### src/rtl/sss_pkg.sv
// sss_pkg: shared SSS constants and the peak-detector state encoding.
//   SSS_LEN  - SSS sequence length
//   NUM_NID1 - number of cell-ID group hypotheses
//   CORR_W   - correlation metric width
//   IDX_W    - hypothesis index width
package sss_pkg;
    localparam int SSS_LEN  = 62;
    localparam int NUM_NID1 = 168;
    localparam int CORR_W   = 32;
    localparam int IDX_W    = 8;
    typedef enum logic [1:0] {IDLE, SEARCH, DONE} state_t;
endpackage

### src/rtl/sss_peak_detector_if.sv
// sss_peak_detector_if: control, correlator and result signals of the peak detector.
//   master - search controller / correlator side (drives start, threshold, correlation inputs)
//   slave  - peak detector side (drives hyp_idx, status and results)
interface sss_peak_detector_if #(
    parameter int CORR_W = 32,
    parameter int IDX_W  = 8
);
    logic              start;
    logic [CORR_W-1:0] threshold;
    logic              corr_valid;
    logic [CORR_W-1:0] correlation_result;
    logic [IDX_W-1:0]  hyp_idx;
    logic              busy;
    logic              done;
    logic              found;
    logic [IDX_W-1:0]  best_idx;
    logic [CORR_W-1:0] best_metric;
    logic [CORR_W-1:0] second_metric;
    modport master (
        output start, threshold, corr_valid, correlation_result,
        input  hyp_idx, busy, done, found, best_idx, best_metric, second_metric
    );
    modport slave (
        input  start, threshold, corr_valid, correlation_result,
        output hyp_idx, busy, done, found, best_idx, best_metric, second_metric
    );
endinterface

### src/rtl/sss_peak_tracker.sv
// sss_peak_tracker: keeps the largest and second-largest metric and the index of the largest.
//   clk, reset       - clock, synchronous active-high reset
//   clear            - start a fresh tracking run (all registers to 0)
//   upd, value, idx  - one metric sample and its hypothesis index
//   best, second, best_idx - tracked results
module sss_peak_tracker #(
    parameter int CORR_W = 32,
    parameter int IDX_W  = 8
) (
    input  logic              clk,
    input  logic              reset,
    input  logic              clear,
    input  logic              upd,
    input  logic [CORR_W-1:0] value,
    input  logic [IDX_W-1:0]  idx,
    output logic [CORR_W-1:0] best,
    output logic [CORR_W-1:0] second,
    output logic [IDX_W-1:0]  best_idx
);
    logic [CORR_W-1:0] best_q, best_d, second_q, second_d;
    logic [IDX_W-1:0]  idx_q, idx_d;
    logic              gt_best, mid;
    // A value equal to the current best is neither a new peak nor a runner-up,
    // so ties keep the lower index and a repeated peak does not fill second.
    always_comb begin
        gt_best  = upd && value > best_q;
        mid      = upd && value < best_q && value > second_q;
        best_d   = clear ? '0 : gt_best ? value : best_q;
        idx_d    = clear ? '0 : gt_best ? idx : idx_q;
        second_d = clear ? '0 : gt_best ? best_q : mid ? value : second_q;
    end
    always_ff @(posedge clk) begin
        if (reset) begin
            best_q   <= '0;
            second_q <= '0;
            idx_q    <= '0;
        end else begin
            best_q   <= best_d;
            second_q <= second_d;
            idx_q    <= idx_d;
        end
    end
    assign best     = best_q;
    assign second   = second_q;
    assign best_idx = idx_q;
endmodule

### src/rtl/sss_peak_detector.sv
// sss_peak_detector: steps the SSS correlator through all hypotheses and reports the peak.
//   clk, reset - clock, synchronous active-high reset
//   bus        - slave side of sss_peak_detector_if: start/threshold in, correlator
//                handshake (hyp_idx out, corr_valid/correlation_result in), results out
module sss_peak_detector
    import sss_pkg::*;
#(
    parameter int NUM_HYP = NUM_NID1,
    parameter int CORR_W  = sss_pkg::CORR_W,
    parameter int IDX_W   = sss_pkg::IDX_W
) (
    input logic                 clk,
    input logic                 reset,
    sss_peak_detector_if.slave  bus
);
    state_t            state_q, state_d;
    logic [IDX_W-1:0]  hyp_q, hyp_d;
    logic [CORR_W-1:0] thr_q, thr_d;
    logic              found_q, found_d;
    logic [CORR_W-1:0] best, second;
    logic [IDX_W-1:0]  best_idx;
    logic              clear, accept, last, hit;
    always_comb begin
        clear   = state_q == IDLE && bus.start;
        accept  = state_q == SEARCH && bus.corr_valid;
        last    = hyp_q == IDX_W'(NUM_HYP - 1);
        hit     = best >= thr_q && best > second;
        state_d = clear ? SEARCH : (accept && last) ? DONE : state_q == DONE ? IDLE : state_q;
        hyp_d   = clear ? '0 : (accept && !last) ? hyp_q + 1'b1 : hyp_q;
        thr_d   = clear ? bus.threshold : thr_q;
        found_d = clear ? 1'b0 : state_q == DONE ? hit : found_q;
    end
    always_ff @(posedge clk) begin
        if (reset) begin
            state_q <= IDLE;
            hyp_q   <= '0;
            thr_q   <= '0;
            found_q <= 1'b0;
        end else begin
            state_q <= state_d;
            hyp_q   <= hyp_d;
            thr_q   <= thr_d;
            found_q <= found_d;
        end
    end
    sss_peak_tracker #(.CORR_W(CORR_W), .IDX_W(IDX_W)) u_tracker (
        .clk      (clk),
        .reset    (reset),
        .clear    (clear),
        .upd      (accept),
        .value    (bus.correlation_result),
        .idx      (hyp_q),
        .best     (best),
        .second   (second),
        .best_idx (best_idx)
    );
    // found is presented from the tracker directly during DONE so it is valid with done.
    assign bus.hyp_idx       = hyp_q;
    assign bus.busy          = state_q != IDLE;
    assign bus.done          = state_q == DONE;
    assign bus.found         = state_q == DONE ? hit : found_q;
    assign bus.best_idx      = best_idx;
    assign bus.best_metric   = best;
    assign bus.second_metric = second;
endmodule

### src/flat_wrapper.sv
// flat-port wrapper written by rule: the top's interface ports become plain ports
module sss_peak_detector_flat import sss_pkg::*;
#(
    parameter int NUM_HYP = NUM_NID1,
    parameter int CORR_W  = sss_pkg::CORR_W,
    parameter int IDX_W   = sss_pkg::IDX_W
)
  (clk, reset, bus_start, bus_threshold, bus_corr_valid, bus_correlation_result, bus_hyp_idx, bus_busy, bus_done, bus_found, bus_best_idx, bus_best_metric, bus_second_metric);
  sss_peak_detector_if #(.CORR_W(CORR_W), .IDX_W(IDX_W)) bus_i ();
  input logic clk;
  input logic reset;
  input wire logic [$bits(bus_i.start)-1:0] bus_start;
  input wire logic [$bits(bus_i.threshold)-1:0] bus_threshold;
  input wire logic [$bits(bus_i.corr_valid)-1:0] bus_corr_valid;
  input wire logic [$bits(bus_i.correlation_result)-1:0] bus_correlation_result;
  output wire logic [$bits(bus_i.hyp_idx)-1:0] bus_hyp_idx;
  output wire logic [$bits(bus_i.busy)-1:0] bus_busy;
  output wire logic [$bits(bus_i.done)-1:0] bus_done;
  output wire logic [$bits(bus_i.found)-1:0] bus_found;
  output wire logic [$bits(bus_i.best_idx)-1:0] bus_best_idx;
  output wire logic [$bits(bus_i.best_metric)-1:0] bus_best_metric;
  output wire logic [$bits(bus_i.second_metric)-1:0] bus_second_metric;
  assign bus_i.start = bus_start;
  assign bus_i.threshold = bus_threshold;
  assign bus_i.corr_valid = bus_corr_valid;
  assign bus_i.correlation_result = bus_correlation_result;
  assign bus_hyp_idx = bus_i.hyp_idx;
  assign bus_busy = bus_i.busy;
  assign bus_done = bus_i.done;
  assign bus_found = bus_i.found;
  assign bus_best_idx = bus_i.best_idx;
  assign bus_best_metric = bus_i.best_metric;
  assign bus_second_metric = bus_i.second_metric;
  sss_peak_detector #(.NUM_HYP(NUM_HYP), .CORR_W(CORR_W), .IDX_W(IDX_W)) u_core (.clk(clk), .reset(reset), .bus(bus_i));
endmodule
### config.mk
export PLATFORM = sky130hd
export DESIGN_NAME = sss_peak_detector_flat
export DESIGN_NICKNAME = d
export VERILOG_FILES = /design/src/rtl/sss_pkg.sv /design/src/rtl/sss_peak_detector_if.sv /design/src/rtl/sss_peak_tracker.sv /design/src/rtl/sss_peak_detector.sv /design/src/flat_wrapper.sv
export SDC_FILE = /design/constraint.sdc
export NUM_CORES = 1
export LEC_CHECK = 0
export CAP_MARGIN = 20
export CORE_MARGIN = 2
export CORE_UTILIZATION = 23
export DETAILED_ROUTE_END_ITERATION = 6
export PLACE_DENSITY = 0.47
export SLEW_MARGIN = 20
export SYNTH_ARGS = -nofsm -noshare
export SYNTH_HDL_FRONTEND = slang
export SYNTH_HIERARCHICAL = 1
export SYNTH_SLANG_ARGS = --single-unit
### constraint.sdc
create_clock -name clk -period 3.1 [get_ports clk]
set_input_delay 0.775 -clock clk [delete_from_list [all_inputs] [get_ports clk]]
set_output_delay 0.775 -clock clk [all_outputs]
set_load 0.1 [all_outputs]
# == Yosys cells after proc, flatten, opt, wreduce, memory -nomap -nowiden ==
# Index checks and enable logic that the tools add are counted.
# word_totals
ff_bits,115
latchBits,0
ram_bits,0
rom_bits,0
inputBits,68
out_inout_bits,83
elab_cells,38
memories,0
# op_classes
addsub,1
mul,0
n_div,0
magnitude_cmp,5
eq_ne,3
n_shift,0
n_mux,6
bitwise,0
reduce_logical,15
# op_table
op,n
$gt A32 B32 Y1,3
$mux W32,2
$ge A32 B32 Y1,1
$lt A32 B32 Y1,1
$add A8 B1 Y8 const B,1
$eq A8 B8 Y1 const B,1
$logic_and A1 B1 Y1,8
$reduce_bool A2 Y1,3
$mux W2,2
$reduce_bool A3 Y1,1
$eq A2 B1 Y1 const B,1
$eq A2 B2 Y1 const B,1
$logic_not A2 Y1,1
$mux W1,2
$reduce_or A2 Y1,1
$logic_not A1 Y1,1

# == Depth between registers and ports, before layout ==
# Gate-level depths: netlist of the first run.
# logic_depth
ltp_word,6
ltp_mapped,11

# == Cells and area by module ==
# The synthesis of the first run kept the hierarchy.
# modules_own_cells
module,instances,cells_each,area_each_um2,seq_area_each_um2
sss_peak_tracker,1,595,4581.9,1441.4
sss_peak_detector,1,417,3228.1,860.8

# == Least setup slack after synthesis of the first run ==
# OpenSTA, ideal clock, no wires.
# synth_timing
kind,reg2out
from,register u_core.u_tracker.best_q[0] (netlist: u_core/u_tracker/best[0])
to,output port bus_found
t_arrival_ns,3.700
path_slack_ns,-1.375
stages_incl_launch_ff,9
path_buffers,0
cell_sequence,dfxtp_1 > inv_1 > ha_1 > nand2b_1 > a2111oi_0 > or4_4 > a2111oi_4 > o31ai_2 > nor2_1
# synth_via
elab_chain_cells,3
word_cells_on_any_way,4
# synth_rtl
element,line_no,rtl
"start, declared",sss_peak_tracker.sv:20,"logic [CORR_W-1:0] best_q, best_d, second_q, second_d;"
"start signal, assigned",sss_peak_tracker.sv:38,best_q <= best_d;
$ge A32 B32 Y1 or $gt A32 B32 Y1 (tied branches),sss_peak_detector.sv:27,hit = best >= thr_q && best > second;
$logic_and A1 B1 Y1 *,sss_peak_detector.sv:27,
$mux W1 *,n/a,
"end, declared",flat_wrapper.sv:19,output wire logic [$bits(bus_i.found)-1:0] bus_found;
# Mark *: on every way between the ends. The rest lies on a longest branch, timed or not.

# == Worst setup path in the final report of the first run ==
# layout_timing
from,register u_core.u_tracker.best_q[3] (netlist: u_core/u_tracker/best[3])
to,output port bus_found
# Same word-level chain as after synthesis.

==> out/metrics.yaml, run 1 <==
status: "finished with violations"
violations: "setup timing"
grt_max_degree: 41
dieArea_mm2: 0.0354
fin_skew_ns: 0.0100
slew_viol_final: 0
post-route-min-period_ns: 3.37
syn_inst: 1012
synth.lib_cells_used.distinct: 63
antenna_left: 0
core_area_mm2: 0.0334
synth_flop_cell: "dfxtp_1"
place_hpwl_um: 22200
clockBufferDepth: 2
clk_pin_slew_worst_paths_ns: 0.06
numCtsBuffers: 17
yosysSeqAreaShare_pct: 29.5
p_int_w: 0.00332
first_pass_iters: 5
finalSetupViolCount: 1
avgRoutedWirePerCell_um: 17.4
seqPwrFrac_pct: 32.2
finalCritPeriodShare_pct: 109
required_ns: 2.32
routed_via_density: 4.70
path_class: "register to output pin"
fillers: 3567
relSlewSlack_pct: 53.8
fin_ws_ns: -0.269
tightest_slew_ns: 0.693
ir_worst_vdd_uv: 359
finalSetupTns_ns: -0.269
syn_area_mm2: 0.00781
io_buffers: 150
num_rows: 67
maxClockFrequency_ghz: 0.297
reg2reg_from: "u_core/u_tracker/best[15]"
yosysWarningCount: 6
async_reset_ff_share_pct: 0
r2r_slack_ns: 0.26
power.total_w: 0.00486
grt_pass1_wl_um: 44500
fp.dieH_um: 188
worstPathMaxFanout: 6
n_antenna_cell: 0
yosys.cell_count.top_type: "nand2_1"
num-nets-final: 1447
gr-usage-all-layers_pct: 16.3
clkPwrFrac_pct: 43.3
synth_area_per_cell_um2: 7.72
p_sw_share_pct: 31.7
drcViolationCount: 0
cts_sinks: 115
synth_common_cells: "176 x nand2_1, 129 x ha_1, 129 x inv_1, 115 x dfxtp_1, 112 x a21oi_1"
tritoncts: "built"
synth_edf_count: 0
startpoint: "u_core/u_tracker/best[3]"
finalWeightedCongestion: 0.793
initialDrtViolationCount: 568
vias: 8035
r2r_end: "u_core/u_tracker/second[24]"
postSynthNetCount: 1209
critPathArrivalTime_ns: 2.59
p_comb_share_pct: 24.4
clk_latency_ns: 0.43
ys_top_cells_by_area: "dfxtp_1 29%, ha_1 21%, nand2_1 8.5%"
dpl-instance-area_mm2: 0.0104
finalInstanceArea_mm2: 0.0116
grt_overflow: 0
drv_cap: 0
synth-seq-cells: 115
worst_setup_path_start_kind: "register"
cts-htree-levels: 4
drive_gt1_share_pct: 28.5
first_global_vias: 7754
endpoint: "bus_found"
rsz0062_at_grt: "yes"
endpoint_kind: "output pin"
synth_top_area_cell: "dfxtp_1"
hold_viol: 0
p_leak_nw: 4.67
pin_count: 151
start_util_pct: 23.3
die-width_um: 188
power_density_mw_per_mm2: 419
cts_root_buf: "clkbuf_16"
hp-class: "register to register"
r2r_cells: 13
area_delta_synth_final_pct: 48.5
antenna_found_initial: 0
wirelength_um: 29800
netlist.area_leader.share_pct: 29.5
power_switching_w: 0.00154
==> sequential cells by signal, summed over array words and instances, names as in the netlist <==
register / count
u_core/u_tracker/best_idx: 8
u_core/u_tracker/second: 32
u_core/state_q: 2
u_core/found_q: 1
u_core/u_tracker/best: 32
u_core/bus.hyp_idx: 8
u_core/thr_q: 32
==> cell usage in the layout (no fill, tap or decap), drive strengths merged, types with 3 or more instances in the layout <==
master	count
a21oi	124
ha	129
dlymetal6s2s	15
and3	3
inv	131
clkdlybuf4s50	52
dfxtp	115
nor2b	7
nor3	4
nand2b	5
clkbuf	20
a2111oi	3
a31oi	35
nor2	23
buf	200
nand3	13
xor2	6
clkinvlp	3
o21ai	80
nor4	5
a21boi	3
o211ai	3
clkinv	6
bufinv	4
nand2	176
a211oi	4
a21o	7
nand4	60
==> power groups by stage <==
stage	registers, W	clock network (W)	logic [W]
finish	0.00157	0.00211	0.00119
global placement	0.00160	0	0.00109
global route	0.00157	0.00222	0.00129
floorplan	0.00177	0	0.000486
detailed placement	0.00160	0	0.00110
CTS	0.00157	0.00215	0.00113
==> how the worst min path moves through the flow <==
stage               cells after the start  slack (ns)              from          endpoint
global placement                        2        0.44  u_core/thr_q[21]  u_core/thr_q[21]
detailed placement                      2        0.45  u_core/thr_q[22]  u_core/thr_q[22]
CTS                                     2        0.46  u_core/thr_q[11]  u_core/thr_q[11]
floorplan                               2        0.44  u_core/thr_q[10]  u_core/thr_q[10]
finish                                  2        0.45   u_core/thr_q[5]   u_core/thr_q[5]
global route                            2        0.48  u_core/thr_q[22]  u_core/thr_q[22]
==> routing by layer <==
layer / vias to the layer above / global-route usage (%) / routed length, um
met3: 44 / 2.53 / 1340
met2: 232 / 25.3 / 13100
met5: - / 0 / 0
li1: 4019 / - / -
met1: 3740 / 22.9 / 14600
met4: 0 / 5.27 / 659
==> repair_timing <==
action / CTS / global route
hold endpoints to repair: 0 / 0
pin swaps: 15 / 24
setup buffers: 5 / 13
cloned: 0 / 3
resized for setup: 19 / 60
endpoints found under the setup margin: 31 / 73
hold buffers: 0 / 0
==> worst max-delay path, stage by stage, from the launching register on <==
cell and delay, ns:
dfxtp_4 0.38, ha_4 0.26, o21a_1 0.10, nor2_1 0.04
or4_4 0.50, a2111oi_4 0.42, o31ai_4 0.12, nor2_4 0.14
buf_12 0.18
==> per-stage QoR <==
| stage | worst slack (ns) | std cells | utilization [%] | hold slack (ns) |
|---|---|---|---|---|
| after detailed placement | -0.492 | 1659 | 31.2 | 0.449 |
| after global placement | -0.505 | 1659 | 31.2 | 0.445 |
| final | -0.269 | 1711 | 34.7 | 0.453 |
| after global routing | -0.350 | 1711 | 34.7 | 0.477 |
| after floorplan | -0.108 | 1012 | - | 0.436 |
| after CTS | -0.306 | 1695 | 33.4 | 0.457 |
==> kinds of logic (layout without fill, tap and decap cells) <==
family                   Yosys count  count (layout)  synth area share, %
AND/OR/NAND/NOR                  309             309                 19.1
multiplexers                       1               1                0.128
AO/OA/AOI/OAI                    271             271                 20.4
buffers and inverters            180             431                 9.40
adder cells (fa/ha/maj)          129             129                 20.7
XOR/XNOR                           7               7                0.785
flip-flops                       115             115                 29.5
==> layout make-up <==
class	count	area, um^2	share of cell area [%]
Clock buffer	18	429	3.70
Clock inverter	14	186	1.61
Inverter	130	490	4.23
Multi-Input combinational cell	717	5060	43.6
Sequential cell	115	2440	21.0
Tap cell	448	561	4.83
Timing Repair Buffer	269	2430	21.0
No activity file was read; power rests on OpenSTA's default activity.
==> run 2, diff against run 1 <==
Settings changed: CORE_UTILIZATION 23 to 40, GPL_TIMING_DRIVEN set to 0, PLACE_DENSITY 0.47 to 0.69.
==> run 2 against run 1 <==
The run still ends with setup timing left; largest cell class unchanged; combinational power is 10% lower; fmax is 0.39% lower; global-route usage grew 8.8 points; clock-buffer cell count is 3 higher; wire length is 13% lower; total power is 5.4% lower; largest power group unchanged; critical endpoint unchanged; highest routed layer unchanged; die area fell by 42%; sequential power barely moved; clock skew shrank 0.0017 ns; hold slack better by 0.00071 ns.
==> out/metrics.yaml, run 2 (synthesis results as in run 1) <==
grt_pass1_wl_um: 40000
antenna_found_initial: 0
min_path_cells: 2
drcViolationCount: 0
r2r_end: "u_core/u_tracker/best_idx[3]"
multi_input_area_mm2: 0.00501
dp_slack_ns: -1.17
first_global_vias: 7805
dieArea_mm2: 0.0207
reg2reg_from: "u_core/u_tracker/best[8]"
gr-usage-all-layers_pct: 25.0
violations: "setup timing"
finalSetupViolCount: 1
fillers: 1742
fin_skew_ns: 0.00832
die-width_um: 144
required_ns: 2.32
p_leak_nw: 4.09
place_hpwl_um: 18900
ir_worst_vdd_uv: 368
finalCritPeriodShare_pct: 109
power_density_mw_per_mm2: 426
fp.dieH_um: 144
cts_sinks: 115
hold_viol: 0
fin_cells: 1471
io_buffers: 150
avgRoutedWirePerCell_um: 17.5
finalWeightedCongestion: 0.908
dpl.cell_count: 1427
num_rows: 51
startpoint: "u_core/u_tracker/second[30]"
pin_count: 151
drv_cap: 0
initialDrtViolationCount: 617
r2r_cells: 11
worstPathMaxFanout: 4
fin_ws_ns: -0.282
whs_endpoint: "u_core/thr_q[1]"
antenna_left: 0
clk_latency_ns: 0.42
n_antenna_cell: 0
drive_gt1_share_pct: 15.6
fin_util_pct: 55.8
relSlewSlack_pct: 31.2
status: "finished with violations"
post-route-min-period_ns: 3.38
first_pass_iters: 5
core_area_mm2: 0.0193
layout_commonest_cell: "nand2_1"
path_class: "register to output pin"
wirelength_um: 25800
rsz0062_at_grt: "yes"
clk_pin_slew_worst_paths_ns: 0.06
cts_root_buf: "clkbuf_16"
grt_overflow: 0
maxClockFrequency_ghz: 0.296
hp-class: "register to register"
endpoint_kind: "output pin"
tightest_slew_ns: 1.03
grt_max_degree: 17
slew_viol_final: 0
worst_setup_path_start_kind: "register"
cts-htree-levels: 4
critPathArrivalTime_ns: 2.61
numCtsBuffers: 17
num-nets-final: 1390
start_util_pct: 40.4
clockBufferDepth: 2
area.sequential_mm2: 0.00242
vias: 7985
power.total_w: 0.00460
cts_hold_buf: 0
tritoncts: "built"
final_cell_mix: "175 x nand2_1, 127 x clkdlybuf4s50_1, 127 x inv_1"
routed_via_density: 5.43
min-delay-start: "u_core/thr_q[1]"
area_delta_synth_final_pct: 38.2
r2r_slack_ns: 0.31
[run 2: changes by cell type in the layout (fill, tap and decap cells not counted), sizes merged]
| cell | before | now |
|---|---|---|
| inv | 131 | 134 |
| dlygate4sd2 | 0 | 2 |
| bufinv | 4 | 1 |
| clkdlybuf4s50 | 52 | 127 |
| clkinv | 6 | 5 |
| buf | 200 | 28 |
| dlymetal6s2s | 15 | 20 |
| clkinvlp | 3 | 1 |
| clkbuf | 20 | 56 |
[run 2: timing repair]
item | CTS | global route
hold endpoints to repair | 0 | 0
gates resized for setup | 45 | 45
endpoints found under the setup margin | 74 | 73
pin swaps | 11 | 15
buffers inserted | 7 | 4
gates cloned | 0 | 1
[run 2: critical path, cell delays in order, from the launching register on]
cell and delay, ns:
dfxtp_2 0.37, inv_1 0.06, ha_1 0.28, nand4_1 0.26, nor4_4 0.52, o311a_2 0.30, a2111oi_4 0.05, nor2_4 0.16
buf_12 0.18
[run 2: worst max-delay path by stage]
| stage | end | slack (ns) | cells after the start |
|---|---|---|---|
| floorplan | bus_found | -0.11 | 8 |
| global placement | bus_found | -1.19 | 8 |
| detailed placement | bus_found | -1.17 | 8 |
| CTS | bus_found | -0.30 | 8 |
| global route | bus_found | -0.38 | 9 |
| finish | bus_found | -0.28 | 8 |
[run 2: area by class of cell]
cell class,instances,share of cell area [%]
inverter,130,4.52
sequential,115,22.5
clock buffer,21,4.56
tap,265,3.07
timing repair buffer,162,15.4
clock inverter,11,0.893
multi-input combinational,717,46.5
buffer,50,2.67
[run 2: through the flow]
stage                     area, um^2  hold slack [ns]  TNS (ns)
final                          10800            0.454    -0.282
after global routing           10800            0.476    -0.661
after CTS                      10600            0.454    -0.297
after detailed placement        9770            0.447    -42.01
after global placement          9770            0.444    -40.78
after floorplan                 7940            0.436    -0.108
[run 2: report_power, final]
part / internal, W / switching (W)
Sequential: 0.00152 / 0.0000546
Combinational: 0.000383 / 0.000688
Clock: 0.00121 / 0.000737
[run 2: per-layer routing]
layer / GRT usage (%) / share of wire, % / vias to the layer above
met5: 0 / 0 / -
met4: 11.6 / 3.7 / 0
met3: 5.83 / 7.6 / 68
met2: 40.2 / 46 / 313
met1: 31.9 / 43 / 3703
li1: - / - / 3901
==> run 3, diff against run 2 <==
Settings changed: CTS_BUF_LIST set to sky130_fd_sc_hd__clkbuf_2 sky130_fd_sc_hd__clkbuf_4 sky130_fd_sc_hd__clkbuf_8, TNS_END_PERCENT set to 5.
==> run 3 against run 2 <==
Fmax down 0.53%; critical path type unchanged; sequential cell count stayed put; critical path depth stayed put; hold slack better by 0.0019 ns; the flow still finishes with violations (setup timing); non-clock buffer count decreased by 1; clock skew rose by 0.0019 ns; largest cell class unchanged; sequential power about the same; clock-buffer cell count is 1 lower; clock power fell by 26%; core utilization shrank 1.0 points.
==> out/metrics.yaml, run 3 (synthesis results as in run 1) <==
num-nets-final: 1389
clockBufferDepth: 2
pin_count: 151
initialDrtViolationCount: 592
power.total_w: 0.00408
dieArea_mm2: 0.0207
endpoint_kind: "output pin"
drive_gt1_share_pct: 15.6
violations: "setup timing"
critPathArrivalTime_ns: 2.63
routed_via_density: 5.44
place_hpwl_um: 18900
maxClockFrequency_ghz: 0.294
met2_usage_pct: 39.1
post-route-min-period_ns: 3.40
rsz0062_at_grt: "yes"
fin_util_pct: 54.8
tritoncts: "built"
wirelength_um: 25500
antenna_left: 0
fin_skew_ns: 0.0102
hp-class: "register to register"
final_cell_mix: "175 x nand2_1, 130 x clkdlybuf4s50_1, 127 x inv_1"
io_buffers: 150
ir_worst_vdd_uv: 293
area_delta_synth_final_pct: 35.6
finalWeightedCongestion: 0.908
busiest_layer: "met2"
first_pass_iters: 6
required_ns: 2.32
grt_overflow: 0
drcViolationCount: 0
cts_root_buf: "clkbuf_8"
fp.dieH_um: 144
drv_cap: 0
core_area_mm2: 0.0193
slew_viol_final: 0
antenna_found_initial: 0
path_class: "register to output pin"
area.sequential_mm2: 0.00243
worstPathMaxFanout: 4
grt_use_met3_pct: 5.93
hold_viol: 0
cts_sinks: 115
start_util_pct: 40.4
die-width_um: 144
fin_ws_ns: -0.300
finalSetupViolCount: 1
power_density_mw_per_mm2: 385
n_antenna_cell: 0
relSlewSlack_pct: 31.2
first_global_vias: 7786
vias: 8004
avgRoutedWirePerCell_um: 17.4
fillers: 1791
tightest_slew_ns: 1.03
layout_commonest_cell: "nand2_1"
worst_setup_path_start_kind: "register"
clk_latency_ns: 0.44
num_rows: 51
dp_slack_ns: -1.17
p_leak_nw: 3.97
numCtsBuffers: 17
grt_pass1_wl_um: 39500
grt_max_degree: 17
gr-usage-all-layers_pct: 24.7
multi_input_area_mm2: 0.00503
clk_pin_slew_worst_paths_ns: 0.07
cts_hold_buf: 0
status: "finished with violations"
finalCritPeriodShare_pct: 110
grtUsageMet1_pct: 31.8
cts-htree-levels: 4
## run 3: cell count changes in the layout (fill, tap and decap cells not counted), sizes merged
cell           change
clkdlybuf4s50      +3
dlymetal6s2s       -3
clkbuf             -2
bufinv             +1
## run 3: what timing repair did
action / in CTS / in global routing
resized for setup: 42 / 38
pin swaps: 10 / 13
buffers inserted: 6 / 4
setup endpoints to repair: 74 / 73
cloned: 0 / 1
## run 3: per-stage QoR
stage | std cells | area, um^2 | setup TNS (ns) | hold WS [ns]
floorplan | 1012 | 7940 | -0.108 | 0.436
global placement | 1427 | 9770 | -40.78 | 0.444
detailed placement | 1427 | 9770 | -42.01 | 0.447
CTS | 1465 | 10400 | -0.334 | 0.457
global route | 1470 | 10600 | -0.446 | 0.479
finish | 1470 | 10600 | -0.300 | 0.455
## run 3: power breakdown
part	switching [W]	internal [W]
sequential	0.0000547	0.00152
combinational	0.000685	0.000380
clock	0.000656	0.000779
## run 3: layout make-up
class | instances | area share [%]
plain buffers | 50 | 2.56
clock buffers | 20 | 2.60
clock inverters | 12 | 1.19
inverters | 130 | 4.61
multi-input cells | 717 | 47.5
flip-flops and latches | 115 | 22.9
well taps | 265 | 3.13
repair buffers | 161 | 15.5
## run 3: per-layer routing
metal / part of all wire, % / wire [um]
met1: 42 / 10800
met2: 45 / 11600
met3: 8.6 / 2190
met4: 3.5 / 901
met5: 0 / 0
## run 3: worst paths after layout
check / from / endpoint / slack, ns / cells after the start
max: u_core/u_tracker/second[30] / bus_found / -0.30 / 8
min: u_core/thr_q[20] / u_core/thr_q[20] / 0.46 / 2
max reg2reg: u_core/u_tracker/best[8] / u_core/u_tracker/second[26] / 0.33 / 10
min reg2reg: u_core/thr_q[20] / u_core/thr_q[20] / 0.46 / 2
## run 3: critical path, cell delays in order (launching register included)
cell and delay (ns):
dfxtp_2 0.38, inv_1 0.06, ha_1 0.28, nand4_1 0.26
nor4_4 0.51, o311a_2 0.30, a2111oi_4 0.05, nor2_4 0.16
buf_12 0.18
